<file path="config.mk">
export PLATFORM = sky130hd
export DESIGN_NAME = alu_ctrl_flat
export DESIGN_NICKNAME = d
export VERILOG_FILES = /design/src/rtl/alu_pkg.sv /design/src/rtl/alu_ctrl_if.sv /design/src/rtl/lat_counter.sv /design/src/rtl/alu_ctrl.sv /design/src/flat_wrapper.sv
export SDC_FILE = /design/constraint.sdc
export NUM_CORES = 1
export LEC_CHECK = 0
export ABC_AREA = 1
export CAP_MARGIN = 40
export CORE_MARGIN = 3
export CORE_UTILIZATION = 37
export DETAILED_ROUTE_END_ITERATION = 16
export PLACE_DENSITY = 0.78
export SYNTH_ARGS = -nofsm -noshare
export SYNTH_HDL_FRONTEND = slang
export SYNTH_SLANG_ARGS = --single-unit
export TNS_END_PERCENT = 30
</file>
<file path="constraint.sdc">
create_clock -name clk -period 1.5 [get_ports clk]
set_clock_uncertainty 0.1 [all_clocks]
set_input_delay 0.225 -clock clk [delete_from_list [all_inputs] [get_ports clk]]
set_output_delay 0.225 -clock clk [all_outputs]
set_load 0.01 [all_outputs]
</file>
<file path="src/rtl/alu_pkg.sv">
// alu_pkg: opcodes, opcode legality and controller FSM states shared by alu and alu_ctrl.
package alu_pkg;
   localparam logic [3:0] OP_ADD = 4'b0000;
   localparam logic [3:0] OP_SUB = 4'b0001;
   localparam logic [3:0] OP_MUL = 4'b0010;
   localparam logic [3:0] OP_DIV = 4'b0011;
   localparam logic [3:0] OP_AND = 4'b0100;
   localparam logic [3:0] OP_OR  = 4'b0101;
   localparam logic [3:0] OP_XOR = 4'b0110;
   localparam logic [3:0] OP_NOT = 4'b0111;
   localparam logic [3:0] OP_SHL = 4'b1000;
   localparam logic [3:0] OP_SHR = 4'b1001;

   typedef enum logic [1:0] {IDLE, EXEC, RESP} state_t;

   function automatic logic is_legal_op(input logic [3:0] op);
      return op inside {OP_ADD, OP_SUB, OP_MUL, OP_DIV, OP_AND, OP_OR, OP_XOR, OP_NOT, OP_SHL, OP_SHR};
   endfunction
endpackage

</file>
<file path="src/rtl/alu_ctrl_if.sv">
// alu_ctrl_if: request, response and ALU operand channels of alu_ctrl.
interface alu_ctrl_if #(parameter int WIDTH = 32);
   logic             req_valid;
   logic             req_ready;
   logic [3:0]       req_op;
   logic [WIDTH-1:0] req_a;
   logic [WIDTH-1:0] req_b;
   logic [WIDTH-1:0] alu_a;
   logic [WIDTH-1:0] alu_b;
   logic [3:0]       alu_op;
   logic [WIDTH-1:0] alu_out;
   logic             resp_valid;
   logic             resp_ready;
   logic [WIDTH-1:0] resp_data;
   logic             resp_zero;
   logic             resp_err;

   modport master (
      output req_valid, req_op, req_a, req_b, resp_ready, alu_out,
      input  req_ready, alu_a, alu_b, alu_op, resp_valid, resp_data, resp_zero, resp_err
   );
   modport slave (
      input  req_valid, req_op, req_a, req_b, resp_ready, alu_out,
      output req_ready, alu_a, alu_b, alu_op, resp_valid, resp_data, resp_zero, resp_err
   );
endinterface

</file>
<file path="src/rtl/lat_counter.sv">
// lat_counter: loadable 4-bit down-counter that parks at zero and flags it.
module lat_counter (
   input  logic       clk,
   input  logic       reset,
   input  logic       load,
   input  logic       en,
   input  logic [3:0] load_val,
   output logic       zero
);
   logic [3:0] cnt;

   always_ff @(posedge clk or negedge reset)
      if (!reset) cnt <= '0;
      else if (load) cnt <= load_val;
      else if (en && !zero) cnt <= cnt - 4'd1;

   assign zero = cnt == 4'd0;
endmodule

</file>
<file path="src/rtl/alu_ctrl.sv">
// alu_ctrl: issues one request at a time to the ALU, waits ALU_LAT cycles
// and returns the captured result; illegal opcodes are answered locally.
module alu_ctrl
   import alu_pkg::*;
#(
   parameter int WIDTH   = 32,
   parameter int ALU_LAT = 0
) (
   input logic       clk,
   input logic       reset,
   alu_ctrl_if.slave bus
);
   state_t state;
   logic   accept;
   logic   legal;
   logic   lat_zero;

   // req_ready is high exactly in IDLE, so this also ignores req_valid elsewhere
   assign accept = bus.req_valid && bus.req_ready;
   assign legal  = is_legal_op(bus.req_op);

   lat_counter u_lat (
      .clk      (clk),
      .reset    (reset),
      .load     (accept && legal),
      .en       (state == EXEC),
      .load_val (4'(ALU_LAT)),
      .zero     (lat_zero)
   );

   always_ff @(posedge clk or negedge reset)
      if (!reset) begin
         state          <= IDLE;
         bus.req_ready  <= 1'b1;
         bus.alu_a      <= WIDTH'(0);
         bus.alu_b      <= WIDTH'(0);
         bus.alu_op     <= OP_ADD;
         bus.resp_valid <= 1'b0;
         bus.resp_data  <= WIDTH'(0);
         bus.resp_zero  <= 1'b0;
         bus.resp_err   <= 1'b0;
      end else begin
         case (state)
            IDLE: if (accept) begin
               bus.req_ready <= 1'b0;
               if (legal) begin
                  bus.alu_a  <= bus.req_a;
                  bus.alu_b  <= bus.req_b;
                  bus.alu_op <= bus.req_op;
                  state      <= EXEC;
               end else begin
                  bus.resp_data  <= WIDTH'(0);
                  bus.resp_zero  <= 1'b0;
                  bus.resp_err   <= 1'b1;
                  bus.resp_valid <= 1'b1;
                  state          <= RESP;
               end
            end
            EXEC: if (lat_zero) begin
               bus.resp_data  <= bus.alu_out;
               bus.resp_zero  <= bus.alu_out == WIDTH'(0);
               bus.resp_err   <= 1'b0;
               bus.resp_valid <= 1'b1;
               state          <= RESP;
            end
            RESP: if (bus.resp_ready) begin
               bus.resp_valid <= 1'b0;
               bus.req_ready  <= 1'b1;
               state          <= IDLE;
            end
            default: state <= IDLE;
         endcase
      end
endmodule

</file>
<file path="src/flat_wrapper.sv">
// flat-port wrapper written by rule: the top's interface ports become plain ports
module alu_ctrl_flat import alu_pkg::*;
#(
   parameter int WIDTH   = 32,
   parameter int ALU_LAT = 0
)
  (clk, reset, bus_req_valid, bus_req_op, bus_req_a, bus_req_b, bus_resp_ready, bus_alu_out, bus_req_ready, bus_alu_a, bus_alu_b, bus_alu_op, bus_resp_valid, bus_resp_data, bus_resp_zero, bus_resp_err);
  alu_ctrl_if #(.WIDTH(WIDTH)) bus_i ();
  input logic clk;
  input logic reset;
  input wire logic [$bits(bus_i.req_valid)-1:0] bus_req_valid;
  input wire logic [$bits(bus_i.req_op)-1:0] bus_req_op;
  input wire logic [$bits(bus_i.req_a)-1:0] bus_req_a;
  input wire logic [$bits(bus_i.req_b)-1:0] bus_req_b;
  input wire logic [$bits(bus_i.resp_ready)-1:0] bus_resp_ready;
  input wire logic [$bits(bus_i.alu_out)-1:0] bus_alu_out;
  output wire logic [$bits(bus_i.req_ready)-1:0] bus_req_ready;
  output wire logic [$bits(bus_i.alu_a)-1:0] bus_alu_a;
  output wire logic [$bits(bus_i.alu_b)-1:0] bus_alu_b;
  output wire logic [$bits(bus_i.alu_op)-1:0] bus_alu_op;
  output wire logic [$bits(bus_i.resp_valid)-1:0] bus_resp_valid;
  output wire logic [$bits(bus_i.resp_data)-1:0] bus_resp_data;
  output wire logic [$bits(bus_i.resp_zero)-1:0] bus_resp_zero;
  output wire logic [$bits(bus_i.resp_err)-1:0] bus_resp_err;
  assign bus_i.req_valid = bus_req_valid;
  assign bus_i.req_op = bus_req_op;
  assign bus_i.req_a = bus_req_a;
  assign bus_i.req_b = bus_req_b;
  assign bus_i.resp_ready = bus_resp_ready;
  assign bus_i.alu_out = bus_alu_out;
  assign bus_req_ready = bus_i.req_ready;
  assign bus_alu_a = bus_i.alu_a;
  assign bus_alu_b = bus_i.alu_b;
  assign bus_alu_op = bus_i.alu_op;
  assign bus_resp_valid = bus_i.resp_valid;
  assign bus_resp_data = bus_i.resp_data;
  assign bus_resp_zero = bus_i.resp_zero;
  assign bus_resp_err = bus_i.resp_err;
  alu_ctrl #(.WIDTH(WIDTH), .ALU_LAT(ALU_LAT)) u_core (.clk(clk), .reset(reset), .bus(bus_i));
endmodule
</file>
==> results of run 1 <==
-- synthesized netlist by cell type (all sizes together) --
master    n  area, um2
nand3    71      355.3
o21ai     5      36.29
nor2     31      128.9
inv      10      37.53
o31ai     3      22.52
ha        1      12.51
a21oi     3      15.01
dfstp     1      26.28
dfrtp   109       2728
buf      23      153.9
nand2   258      980.9
xnor2     1      8.760
clkbuf    4      15.01
o21a      1      7.510
-- worst paths after layout --
path	start	endpoint	slack, ns	cells after the start
worst max-delay path	u_core.bus.req_ready$_DFFE_PN1P_	u_core.bus.alu_b[27]$_DFFE_PN0P_	-0.11	7
worst min register to register	u_core.bus.resp_data[21]$_DFFE_PN0P_	u_core.bus.resp_data[21]$_DFFE_PN0P_	0.36	2
max in group asynchronous	reset	u_core.bus.req_ready$_DFFE_PN1P_	0.66	3
worst min-delay path	reset	u_core.bus.alu_a[5]$_DFFE_PN0P_	0.12	2
worst max register to register	u_core.bus.req_ready$_DFFE_PN1P_	u_core.bus.alu_b[27]$_DFFE_PN0P_	-0.11	7
min in group clk	bus_req_a[29]	u_core.bus.alu_a[29]$_DFFE_PN0P_	0.34	3
-- metal layers --
metal,track usage (%),up-vias
li1,-,2133
met1,25.31,2186
met2,38.44,234
met3,3.472,31
met4,6.728,0
met5,0,-
-- registers in the layout, summed over array words and instances, names as in the netlist --
signal / flops
u_core.bus.alu_op: 4
u_core.bus.resp_valid: 1
u_core.bus.alu_b: 32
u_core.bus.resp_err: 1
u_core.state: 2
u_core.bus.resp_data: 32
u_core.bus.resp_zero: 1
u_core.bus.req_ready: 1
u_core.u_lat.cnt: 4
u_core.bus.alu_a: 32
-- cell families (layout without fill, tap and decap cells) --
family / count (synthesis) / count (layout) / synth area share (%)
xor+xnor: 1 / 1 / 0.1935
flops: 110 / 110 / 60.82
fa+ha+maj: 1 / 1 / 0.2763
compound gates: 12 / 12 / 1.796
buf+inv: 37 / 280 / 4.559
simple gates: 360 / 360 / 32.36
-- repair_timing --
item,CTS,global route
gates cloned,5,11
pin swaps,9,10
hold buffers,1,0
buffers inserted,8,3
gates resized for setup,115,82
hold endpoints to repair,109,0
setup endpoints to repair,206,108
-- power by group --
| part | total (mW) | internal (mW) | switching [mW] |
|---|---|---|---|
| sequential | 4.81 | 4.08 | 0.729 |
| clock | 2.30 | 1.31 | 0.993 |
| combinational | 6.74 | 3.38 | 3.36 |
| total | 13.9 | 8.77 | 5.09 |
-- area by class of cell --
class / count / area [um2]
clock buffer: 11 / 242.7
inverter: 10 / 40.04
timing repair buffer: 257 / 2720
sequential: 110 / 2754
tap: 143 / 178.9
fill: 940 / 3901
clock inverter: 2 / 35.03
multi-input combinational: 374 / 1839
-- per-stage QoR --
| stage | TNS, ns | hold WS [ns] | area (um2) | cells | worst slack (ns) |
|---|---|---|---|---|---|
| finish | -6.210 | 0.1247 | 7810 | 907 | -0.1085 |
| global route | -11.92 | 0.1424 | 7810 | 907 | -0.1729 |
| CTS | -4.484 | 0.1171 | 7286 | 893 | -0.09071 |
| detailed placement | -21.65 | -0.06685 | 6868 | 866 | -0.2452 |
| global placement | -18.34 | -0.06858 | 6868 | 866 | -0.2255 |
| floorplan | 0 | -0.1706 | 4533 | 521 | 0.003367 |
-- layout by cell type, fill, tap and decap left out, types with 2 or more instances in the layout --
cell | synthesis | final
a21oi_1 | 3 | 3
buf_12 | 0 | 9
o21ai_0 | 4 | 3
buf_6 | 5 | 4
nand2_2 | 2 | 40
dfrtp_1 | 109 | 109
buf_16 | 0 | 3
nand3_2 | 0 | 5
nor2_1 | 28 | 24
nor2_4 | 1 | 4
dlygate4sd2_1 | 0 | 104
o31ai_1 | 3 | 3
inv_1 | 6 | 3
buf_4 | 3 | 22
inv_2 | 4 | 6
bufbuf_16 | 0 | 2
nand3_1 | 71 | 66
clkdlybuf4s50_1 | 0 | 102
clkbuf_16 | 0 | 18
nand2_4 | 1 | 14
nor2_2 | 2 | 3
nand2_1 | 255 | 203
==> results.sh, run 1 <==
export IMPL_grt_pass1_vias=4543
export IMPL_highest_layer="met4"
export IMPL_crit_fanout=8
export IMPL_synth_cell_area_um2=4528
export IMPL_cp_arrival_ns=1.73
export IMPL_dr_first_iter_drc_count=406
export IMPL_hold_viol_final=0
export IMPL_cp_top_family="flip-flops"
export IMPL_violations="negative setup slack"
export IMPL_diodes=0
export IMPL_wl_um=16080
export IMPL_clk_pin_slew_ns=0.07
export IMPL_antenna_found_initial=0
export IMPL_worst_path_largest_cell_delay_ns=0.57
export IMPL_synth_distinct_cells=22
export IMPL_yosysSeqAreaShare_pct=60.82
export IMPL_avgSynthCellArea_um2=8.691
export IMPL_ctsHtreeMaxLevel=3
export IMPL_cts_buffers_inserted=9
export IMPL_path_buf_inv=2
export IMPL_drtPass1Iterations=5
export IMPL_worstSetupPathType="reg2reg"
export IMPL_postRouteAntennaNets=0
export IMPL_cap_violations=0
export IMPL_fin_crit_ns=1.608
export IMPL_peakVddDrop_v=0.0007943
export IMPL_die_area_um2=13600
export IMPL_worstPathRequired_ns=1.62
export IMPL_synth_cells=521
export IMPL_fin_crit_sh_pct=107.2
export IMPL_worst_slew_pin_slew_ns=0.3048
export IMPL_syn_nets=626
export IMPL_leakagePower_nw=4.141
export IMPL_clk_path_buf_depth=2
export IMPL_cp_end_kind="register"
export IMPL_area_growth_pct=72.48
export IMPL_layout_drive_gt1_share_pct=18.19
export IMPL_clock_sinks=110
export IMPL_nNetsFinal=867
export IMPL_drt_met1_wl_um=6002
export IMPL_cp_cell_sequence="nand2_4 -> nor2_4 -> buf_12 -> nand2_8 -> clkbuf_16 -> nand2_2 -> nand2_1"
export IMPL_start_util_pct=38.66
export IMPL_row_count=39
export IMPL_wl_per_cell_um=17.73
export IMPL_slew_headroom_pct=79.68
export IMPL_rsz0062_at_grt="yes"
export IMPL_cp_start_kind="register"
export IMPL_grt_max_degree=57
export IMPL_setup_viol=90
export IMPL_core_area_um2=11710
export IMPL_grt_total_usage_pct=21.06
export IMPL_grt_overflow_total=0
export IMPL_gp_congestion=0.8195
export IMPL_power_density_cell_area_nw_per_um2=1775
export IMPL_routed_via_density=5.054
export IMPL_slew_violations=0
export IMPL_io_pins=208
export IMPL_hold_path_class="in2async"
export IMPL_slowest_stage="dfstp_2"
export IMPL_dp_hpwl_um=9837
export IMPL_fmax_mhz=621.7
export IMPL_num_vias=4584
export IMPL_yosysWarningCount=0
export IMPL_die_width_um=116.6
export IMPL_clock_latency_ns=0.34
export IMPL_dr_wl_met3_um=1263
export IMPL_tritoncts="yes"
export IMPL_yosys_register_bits=110
export IMPL_final_util_pct=66.69
export IMPL_grt_pass1_wl_um=22440
export IMPL_ctsRootBufferMaster="clkbuf_16"
export IMPL_met2_length_um=8438
export IMPL_worst_slack_ns=-0.1085
export IMPL_chipHeight_um=116.6
export IMPL_drc=0
export IMPL_outcome="complete, but fails checks"
export IMPL_power_mw=13.86
export IMPL_numPortBuffers=207
Note: power is estimated with default switching activity, not from simulation.
==> inputs of run 2 (changes only) <==
--- a/config.mk
+++ b/config.mk
@@ -8,9 +8,9 @@
 export ABC_AREA = 1
 export CAP_MARGIN = 40
 export CORE_MARGIN = 3
-export CORE_UTILIZATION = 37
+export CORE_UTILIZATION = 45
 export DETAILED_ROUTE_END_ITERATION = 16
-export PLACE_DENSITY = 0.78
+export PLACE_DENSITY = 0.88
 export SYNTH_ARGS = -nofsm -noshare
 export SYNTH_HDL_FRONTEND = slang
 export SYNTH_SLANG_ARGS = --single-unit
==> constraint.sdc (replaced) <==
create_clock -name clk -period 2 [get_ports clk]
set_clock_uncertainty 0.1 [all_clocks]
set_input_delay 0.3 -clock clk [delete_from_list [all_inputs] [get_ports clk]]
set_output_delay 0.3 -clock clk [all_outputs]
set_load 0.01 [all_outputs]
==> results.sh, run 2 (synthesis gave the netlist of run 1 again) <==
export IMPL_fin_tns_setup_ns=0
export IMPL_cp_top_family="flip-flops"
export IMPL_grt_overflow_total=0
export IMPL_fin_crit_sh_pct=93.75
export IMPL_wl_per_cell_um=15.18
export IMPL_fmax_mhz=533.3
export IMPL_r2r_setup_slack_ns=0.26
export IMPL_path_buf_inv=1
export IMPL_postRouteAntennaNets=0
export IMPL_worst_slew_pin_slew_ns=0.5188
export IMPL_dr_wl_met3_um=1072
export IMPL_grt_max_degree=55
export IMPL_grt_pass1_vias=4327
export IMPL_worstPathRequired_ns=1.60
export IMPL_dr_first_iter_drc_count=336
export IMPL_worstSetupPathType="reg2out"
export IMPL_clock_sinks=110
export IMPL_routed_via_density=4.962
export IMPL_dp_cells=841
export IMPL_crit_fanout=3
export IMPL_hold_viol_final=0
export IMPL_cp_end_kind="primary output"
export IMPL_cp_start_kind="register"
export IMPL_top_regs="u_core.bus.alu_a: 32 flops, u_core.bus.alu_b: 32 flops, u_core.bus.resp_data: 32 flops"
export IMPL_numPortBuffers=207
export IMPL_slew_violations=0
export IMPL_power_density_cell_area_nw_per_um2=1275
export IMPL_clock_latency_ns=0.36
export IMPL_die_width_um=106.3
export IMPL_postPlaceCellArea_um2=6738
export IMPL_ctsHtreeMaxLevel=3
export IMPL_final_common_cell="nand2_1"
export IMPL_wl_um=13020
export IMPL_final_cell_mix="nand2_1, clkdlybuf4s50_1, dfrtp_1"
export IMPL_drt_met1_wl_um=5124
export IMPL_grt_pass1_wl_um=21450
export IMPL_num_vias=4257
export IMPL_slew_headroom_pct=65.41
export IMPL_met2_length_um=6633
export IMPL_fin_crit_ns=1.875
export IMPL_tritoncts="yes"
export IMPL_setup_viol=0
export IMPL_multi_input_area_um2=1570
export IMPL_cp_arrival_ns=1.47
export IMPL_hold_path_class="in2async"
export IMPL_io_pins=208
export IMPL_core_area_um2=9503
export IMPL_regArea_um2=2754
export IMPL_worst_path_largest_cell_delay_ns=0.56
export IMPL_nFillCells=703
export IMPL_power_mw=8.829
export IMPL_final_area_um2=6927
export IMPL_nNetsFinal=829
export IMPL_drtPass1Iterations=4
export IMPL_cp_cell_sequence="clkdlybuf4s50_1"
export IMPL_final_util_pct=72.89
export IMPL_drc=0
export IMPL_stdcell_count=858
export IMPL_antenna_found_initial=0
export IMPL_outcome="finished clean"
export IMPL_gp_congestion=0.7741
export IMPL_row_count=35
export IMPL_peakVddDrop_v=0.0006666
export IMPL_ctsRootBufferMaster="clkbuf_8"
export IMPL_start_util_pct=47.65
export IMPL_layout_drive_gt1_share_pct=5.624
export IMPL_grt_total_usage_pct=23.59
export IMPL_area_growth_pct=52.97
export IMPL_clk_pin_slew_ns=0.11
export IMPL_dp_hpwl_um=9757
export IMPL_chipHeight_um=106.3
export IMPL_highest_layer="met4"
export IMPL_die_area_um2=11300
export IMPL_slowest_stage="dfstp_2"
export IMPL_cts_setup_buffers=0
export IMPL_clk_path_buf_depth=2
export IMPL_leakagePower_nw=3.410
export IMPL_cap_violations=0
export IMPL_cts_buffers_inserted=9
export IMPL_rsz0062_at_grt="no"
export IMPL_diodes=0
-- run 2: area by class of cell --
type	instances	share of cell area [%]
flip-flops and latches	110	39.76
repair buffers	219	32.12
multi-input cells	374	22.67
well taps	129	2.330
clock buffers	9	1.788
clock inverters	7	0.7948
inverters	10	0.5419
-- run 2: repair_timing --
action	4_1_cts	5_1_grt
resized for setup	0	0
hold buffers	1	0
setup endpoints to repair	0	0
hold endpoints to repair	36	0
-- run 2: final timing paths --
check	startpoint	end	cells after the start
worst min register to register	u_core.bus.alu_b[25]$_DFFE_PN0P_	u_core.bus.alu_b[25]$_DFFE_PN0P_	2
worst max register to register	u_core.u_lat.cnt[0]$_DFFE_PN0P_	u_core.bus.resp_data[9]$_DFFE_PN0P_	10
min in group clk	u_core.bus.alu_b[25]$_DFFE_PN0P_	u_core.bus.alu_b[25]$_DFFE_PN0P_	2
max in group asynchronous	reset	u_core.bus.alu_b[28]$_DFFE_PN0P_	3
worst max-delay path	u_core.bus.req_ready$_DFFE_PN1P_	bus_req_ready	1
worst min-delay path	reset	u_core.bus.resp_data[15]$_DFFE_PN0P_	2
-- run 2: where the power goes --
| group | switching [mW] | internal [mW] |
|---|---|---|
| combinational | 1.98 | 2.07 |
| clock | 0.774 | 0.472 |
| sequential | 0.476 | 3.05 |
-- run 2: stage by stage --
step | hold WS [ns] | setup WS [ns]
finish | 0.3284 | 0.1251
global route | 0.3469 | 0.06392
CTS | 0.3461 | 0.1134
detailed placement | 0.2110 | 0.08392
global placement | 0.2028 | 0.1323
floorplan | -0.09559 | 0.4629
-- run 2: routing by layer --
layer / up-vias / global-route usage (%)
met5: - / 0
met4: 0 / 5.550
met3: 16 / 7.347
met2: 182 / 40.90
met1: 2020 / 28.80
li1: 2039 / -
